[config.mk]
export PLATFORM = sky130hd
export DESIGN_NAME = hdmi_video_timing_ctrl
export DESIGN_NICKNAME = d
export VERILOG_FILES = /design/src/rtl/hdmi_video_timing_ctrl.sv
export SDC_FILE = /design/constraint.sdc
export NUM_CORES = 1
export LEC_CHECK = 0
export ABC_CLOCK_PERIOD_IN_PS = 2500
export CORE_MARGIN = 2
export CORE_UTILIZATION = 39
export DETAILED_ROUTE_END_ITERATION = 8
export PLACE_DENSITY = 0.69
export SYNTH_ARGS = -nofsm -noshare
export SYNTH_HDL_FRONTEND = slang
export SYNTH_SLANG_ARGS = --single-unit
[constraint.sdc]
create_clock -name i_pixclk -period 2.5 [get_ports i_pixclk]
set_input_delay 0.625 -clock i_pixclk [delete_from_list [all_inputs] [get_ports i_pixclk]]
set_output_delay 0.625 -clock i_pixclk [all_outputs]
set_load 0.01 [all_outputs]
[src/rtl/hdmi_video_timing_ctrl.sv]
// Raster timing generator for a TMDS transmitter. It produces de, hsync and vsync for a programmable raster,
// pulls RGB pixels over ready/valid, and registers everything so the three encoders see aligned data.
module hdmi_video_timing_ctrl #(
  parameter int H_ACTIVE = 640,
  parameter int H_FP     = 16,
  parameter int H_SYNC   = 96,
  parameter int H_BP     = 48,
  parameter int V_ACTIVE = 480,
  parameter int V_FP     = 10,
  parameter int V_SYNC   = 2,
  parameter int V_BP     = 33,
  parameter bit HS_POL   = 1'b0,
  parameter bit VS_POL   = 1'b0
) (
  input  logic        i_pixclk,
  input  logic        i_reset_n,
  input  logic        i_enable,
  input  logic        i_pix_valid,
  input  logic [23:0] i_pix_rgb,
  output logic        o_pix_ready,
  output logic        o_de,
  output logic        o_hsync,
  output logic        o_vsync,
  output logic [7:0]  o_red,
  output logic [7:0]  o_green,
  output logic [7:0]  o_blue,
  output logic [11:0] o_x,
  output logic [11:0] o_y,
  output logic        o_frame_start,
  output logic        o_underflow,
  output logic        o_busy
);

  localparam logic [11:0] H_ACT    = 12'(H_ACTIVE);
  localparam logic [11:0] H_SYNC_S = 12'(H_ACTIVE + H_FP);
  localparam logic [11:0] H_SYNC_E = 12'(H_ACTIVE + H_FP + H_SYNC);
  localparam logic [11:0] H_LAST   = 12'(H_ACTIVE + H_FP + H_SYNC + H_BP - 1);
  localparam logic [11:0] V_ACT    = 12'(V_ACTIVE);
  localparam logic [11:0] V_SYNC_S = 12'(V_ACTIVE + V_FP);
  localparam logic [11:0] V_SYNC_E = 12'(V_ACTIVE + V_FP + V_SYNC);
  localparam logic [11:0] V_LAST   = 12'(V_ACTIVE + V_FP + V_SYNC + V_BP - 1);

  typedef enum logic [1:0] {ST_IDLE, ST_RUN, ST_DRAIN} state_e;

  state_e      state_q, state_d;
  logic [11:0] h_cnt_q, h_cnt_d, v_cnt_q, v_cnt_d;
  logic        de_q, de_d, hsync_q, hsync_d, vsync_q, vsync_d;
  logic        frame_start_q, frame_start_d, underflow_q, underflow_d, busy_q, busy_d;
  logic [23:0] pix_q, pix_d;
  logic [11:0] x_q, x_d, y_q, y_d;
  logic        running, active, h_wrap, v_wrap;

  // NOTE: every signal written here gets a default first, so no path can leave one unassigned and infer a latch.
  always_comb begin
    state_d = state_q;
    h_cnt_d = h_cnt_q;
    v_cnt_d = v_cnt_q;
    running = (state_q != ST_IDLE);
    h_wrap  = (h_cnt_q == H_LAST);
    v_wrap  = (v_cnt_q == V_LAST);

    if (running) begin
      h_cnt_d = h_wrap ? '0 : h_cnt_q + 12'd1;
      if (h_wrap) v_cnt_d = v_wrap ? '0 : v_cnt_q + 12'd1;
    end else begin
      h_cnt_d = '0;
      v_cnt_d = '0;
    end

    unique case (state_q)
      ST_IDLE:  if (i_enable) state_d = ST_RUN;
      ST_RUN:   if (!i_enable) state_d = ST_DRAIN;
      ST_DRAIN: if (h_wrap && v_wrap) state_d = i_enable ? ST_RUN : ST_IDLE;
      default:  state_d = ST_IDLE;
    endcase

    // Outputs describe the current counter position and show up one cycle later.
    active        = running && (h_cnt_q < H_ACT) && (v_cnt_q < V_ACT);
    o_pix_ready   = active;
    de_d          = active;
    pix_d         = (active && i_pix_valid) ? i_pix_rgb : '0;
    underflow_d   = active && !i_pix_valid;
    x_d           = active ? h_cnt_q : '0;
    y_d           = active ? v_cnt_q : '0;
    hsync_d       = (running && h_cnt_q >= H_SYNC_S && h_cnt_q < H_SYNC_E) ? HS_POL : ~HS_POL;
    vsync_d       = (running && v_cnt_q >= V_SYNC_S && v_cnt_q < V_SYNC_E) ? VS_POL : ~VS_POL;
    frame_start_d = running && (h_cnt_q == '0) && (v_cnt_q == '0);
    busy_d        = (state_d != ST_IDLE);
  end

  // NOTE: state is updated with non-blocking assignments so every flop samples pre-edge values.
  always_ff @(posedge i_pixclk or negedge i_reset_n) begin
    if (!i_reset_n) begin
      state_q       <= ST_IDLE;
      h_cnt_q       <= '0;
      v_cnt_q       <= '0;
      de_q          <= 1'b0;
      hsync_q       <= ~HS_POL;
      vsync_q       <= ~VS_POL;
      pix_q         <= '0;
      x_q           <= '0;
      y_q           <= '0;
      frame_start_q <= 1'b0;
      underflow_q   <= 1'b0;
      busy_q        <= 1'b0;
    end else begin
      state_q       <= state_d;
      h_cnt_q       <= h_cnt_d;
      v_cnt_q       <= v_cnt_d;
      de_q          <= de_d;
      hsync_q       <= hsync_d;
      vsync_q       <= vsync_d;
      pix_q         <= pix_d;
      x_q           <= x_d;
      y_q           <= y_d;
      frame_start_q <= frame_start_d;
      underflow_q   <= underflow_d;
      busy_q        <= busy_d;
    end
  end

  assign o_de          = de_q;
  assign o_hsync       = hsync_q;
  assign o_vsync       = vsync_q;
  assign o_red         = pix_q[23:16];
  assign o_green       = pix_q[15:8];
  assign o_blue        = pix_q[7:0];
  assign o_x           = x_q;
  assign o_y           = y_q;
  assign o_frame_start = frame_start_q;
  assign o_underflow   = underflow_q;
  assign o_busy        = busy_q;

endmodule

==> flow_results.org <==
** Cells and area
- Fill cells in the final layout number slightly below 700.
- Summing all non-filler instances in the final layout gives an area of 4420 um^2.
- Multi-input gate area :: 1120 um^2
- Once layout is complete, the utilization of the core stands at 56.6%.
- The area growth from synthesis to layout is 38.6%.
- Cells with a size suffix above 1 make up approximately 11% of the layout.
- Storage element area :: approximately 2000 um^2
- In the final design database the tool counted just over 400 nets.
- Fin cells :: 482
- Number of antenna repair diodes :: 0

** Place
- Area post-placement :: 4220 um^2
- The number of placed instances, taps included, is 466.
- Detailed placement ended at an HPWL of about 5300 um.
- Global placer's final weighted congestion :: about 0.87
- During placement, the flow inserted port buffers numbering 82.

** Yosys
- Summing the areas of all and, or, nand and nor instances in the mapped netlist gives between 20% and 30% of the synthesized area.
- For this run, asynchronously set or reset flops after synthesis account for between 90% and 100%.
- Number of synthesis warnings :: 0
- Mux contribution to synthesized area :: 0%
- Yosys mapped a number of flops with a built-in enable equal to 0.
- After Yosys synthesis, full adders, half adders and majority gates account for 1.57% of the synthesized area.
- The synthesized netlist devotes about 7.0% of its cell area to compound gates.
- The cell count after synthesis came out at between 200 and 300.
- By area, the combinational part of the netlist is dominated by simple AND/OR/NAND/NOR gates.
- Most frequently used cell type in the post-synthesis netlist :: sky130_fd_sc_hd__dfrtp_1
- Mean cell area of the mapped netlist :: around 11 um^2
- The netlist uses 40 different library cells.
- Cell type contributing the most total cell area after synthesis :: sky130_fd_sc_hd__dfrtp_1
- Main area contributors after synthesis :: sky130_fd_sc_hd__dfrtp_1 (61%), sky130_fd_sc_hd__and3_1 (5.3%), sky130_fd_sc_hd__and2_1 (3.1%)
- Share of the synthesized area in the top cell type :: 61.3%
- Predominant post-synthesis flop cell :: sky130_fd_sc_hd__dfrtp_1
- FF+latch count, synth :: 80
- Synthesized cell area :: about 3200 um^2
- After Yosys synthesis, XOR and XNOR cells account for ~2.2% of the synthesized area.
- Sequential cells were found to cover around 63% of the synthesized design area.
- Synth top cells by count :: sky130_fd_sc_hd__dfrtp_1 (78), sky130_fd_sc_hd__and3_1 (27), sky130_fd_sc_hd__nor2_1 (17)

** CTS
- The H-tree was split into 3 levels.
- The cell sitting at the root of the clock tree is a sky130_fd_sc_hd__clkbuf_8.
- Clock Latency Late Sink :: between 0.3 and 0.4 ns
- No sink is reached through more buffers than the 2 on the longest clock path.
- TritonCTS created 9 clock buffers.
- For this design, the sink count on the clock tree is 80.
- The number of hold buffers added after CTS was 0.
- After clock tree synthesis, the clock-pin slew on the worst setup and hold paths is 0.08 ns.
- Clock tree from TritonCTS :: done

** Pwr
- Standby leakage power :: approximately 2 nW
- Power density normalized to cell area :: 547 nW/um^2
- Across the VDD grid, the largest voltage drop is 267 uV.

** Timing
- Across all hold checks on the routed design, the worst slack comes to between 0.15 and 0.2 ns.
- Final slew viol count :: 0
- Final-layout setup total negative slack :: 0 ns
- For the pin with the worst max-slew slack, the measured transition is ~0.66 ns.
- Timing would allow up to around 430 MHz.
- Setup repair after global routing missed its margin :: false
- Worst relative slew slack :: a little under three fifths
- Final Hold Violating Endpoints :: 0
- Final worst-path cycle share :: between 90% and 100%
- Fin crit period :: roughly 2.3 ns
- Worst Skew :: about 0.0074 ns
- Setup violations remaining at the end of the flow were counted as 0.

** Worst setup path
- Delay-heaviest family, CP :: simple AND/OR/NAND/NOR gates
- Buffers & Inverters on Critical Path :: 1
- Worst setup SP type :: flop
- Walking the worst path, the cells encountered are or4_1, nor3_2, clkbuf_2.
- Crit Path Class :: reg2out
- The largest single stage delay on the critical path is around 0.57 ns.
- Required time worst endpoint :: 1.88 ns
- At the worst endpoint, the arrival time is between 1.5 and 2 ns.
- The largest individual stage delay along the critical path comes from the cell sky130_fd_sc_hd__or4_1.
- In this run the worst path has a maximum fanout of 4.
- The worst setup path is captured at a primary output.

** Outcome
- Run status :: finished clean

** Route
- Initial DRC count :: 162
- After detailed routing, the number of remaining DRC violations is 0.
- Number of nets with antenna violations after routing :: 0
- Routed wire length :: between 7000 and 8000 um
- The routed layout has roughly 2500 vias.
- Routed via count divided by cell count :: 5.20
- Number of iterations in the first detailed-routing pass :: 4
- WL per Instance :: ~15 um

** Die
- Vert. Die Dim :: around 94 um
- Horizontal die dimension :: around 94 um
- Effective utilization at floorplan :: 40.8%
- 83 I/O pins were placed.
- Cell Rows :: 32
- Core area :: between 7000 and 8000 um^2
- The die covers roughly 9000 um^2.

** Global routing
- First-pass GRT wire length :: 12000 um
- Global routing used between 15 and 20% of the available tracks.
- The initial antenna violation count came to 0.
- The total overflow left after global routing is 0.
- Entering global routing, the biggest net connects 51 pins.
- Vias in the first global route :: 2378

** Run
- Max-cap violations in this run came to 0.

** Hold path
- Tightest Hold Check Type :: in2async
## metrics by stage
stage | worst slack, ns | power [W]
4_1_cts | 0.00456 | 0.00244
3_3_place_gp | 0.152 | 0.00150
3_5_place_dp | 0.136 | 0.00150
6_report | 0.163 | 0.00242
5_1_grt | 0.0345 | 0.00252
2_1_floorplan | 0.298 | 0.00138
## cells in the final DEF, fill, tap and decap left out, types with 2 or more instances in the layout
| cell type | instances |
|---|---|
| sky130_fd_sc_hd__clkdlybuf4s50_1 | 80 |
| sky130_fd_sc_hd__dfrtp_1 | 78 |
| sky130_fd_sc_hd__and3_1 | 27 |
| sky130_fd_sc_hd__nor2_1 | 17 |
| sky130_fd_sc_hd__and2_1 | 16 |
| sky130_fd_sc_hd__buf_4 | 15 |
| sky130_fd_sc_hd__nand3_1 | 13 |
| sky130_fd_sc_hd__o21ai_0 | 11 |
| sky130_fd_sc_hd__nand4_1 | 10 |
| sky130_fd_sc_hd__clkbuf_8 | 10 |
| sky130_fd_sc_hd__nand2_1 | 9 |
| sky130_fd_sc_hd__or3_1 | 9 |
| sky130_fd_sc_hd__inv_1 | 8 |
| sky130_fd_sc_hd__a21oi_1 | 8 |
| sky130_fd_sc_hd__nor4_1 | 8 |
| sky130_fd_sc_hd__nor3_1 | 6 |
| sky130_fd_sc_hd__xnor2_1 | 6 |
| sky130_fd_sc_hd__conb_1 | 5 |
| sky130_fd_sc_hd__ha_1 | 4 |
| sky130_fd_sc_hd__or4_1 | 3 |
| sky130_fd_sc_hd__o31ai_1 | 3 |
| sky130_fd_sc_hd__or4_4 | 2 |
| sky130_fd_sc_hd__nor4b_1 | 2 |
| sky130_fd_sc_hd__xor2_1 | 2 |
| sky130_fd_sc_hd__clkinv_2 | 2 |
| sky130_fd_sc_hd__dfstp_2 | 2 |
## worst paths after layout
path	cells past startpoint	end	slack (ns)	from
max	3	o_pix_ready	0.16	v_cnt_q[9]$_DFFE_PN0P_
min	1	o_x[10]$_DFF_PN0_	0.19	i_reset_n
max reg2reg	4	v_cnt_q[11]$_DFFE_PN0P_	0.20	h_cnt_q[6]$_DFF_PN0_
min reg2reg	1	h_cnt_q[0]$_DFF_PN0_	0.51	h_cnt_q[0]$_DFF_PN0_
max in group asynchronous	2	o_hsync$_DFF_PN1_	1.67	i_reset_n
min in group i_pixclk	1	h_cnt_q[0]$_DFF_PN0_	0.51	h_cnt_q[0]$_DFF_PN0_
## where the power goes
part | internal [W] | total, W | switching (W)
logic | 0.0000906 | 0.000151 | 0.0000604
registers | 0.00132 | 0.00132 | 0.00000607
clock network | 0.000487 | 0.000943 | 0.000456
## what timing repair did
item / CTS / global route
endpoints found under the hold margin: 0 / 0
pin swaps: 1 / 1
setup buffers: 0 / 0
setup endpoints to repair: 1 / 1
gates resized for setup: 2 / 1
## registers in the layout, indices dropped and copies added (netlist names)
signal	flops
pix_q	24
o_frame_start	1
v_cnt_q	12
o_hsync	1
o_busy	1
h_cnt_q	12
o_x	12
state_q	2
o_vsync	1
o_underflow	1
o_de	1
o_y	12
## cells by family after synthesis
logic type	count (synthesis)
xor gates and xnor gates	8
and+or+nand+nor	129
adders and majority gates	4
DFF	80
buffers and inverters	24
other	1
AOI/OAI and AO/OA	33
## area by class of cell
type,count,share of cell area (%)
Sequential cell,80,45.4
Tap cell,102,2.89
Multi-Input combinational cell,179,25.3
Clock inverter,5,1.28
Timing Repair Buffer,97,21.3
Inverter,8,0.680
Clock buffer,11,3.20
## routing by layer
layer  track usage, %  vias to the layer above  wire, um
li1                 -                     1174         -
met3             4.15                       12       702
met1             23.8                     1211      3090
met2             26.8                      110      3430
met4             9.18                        0       160
met5                0                        -         0
(Power assumes the default switching activity.)
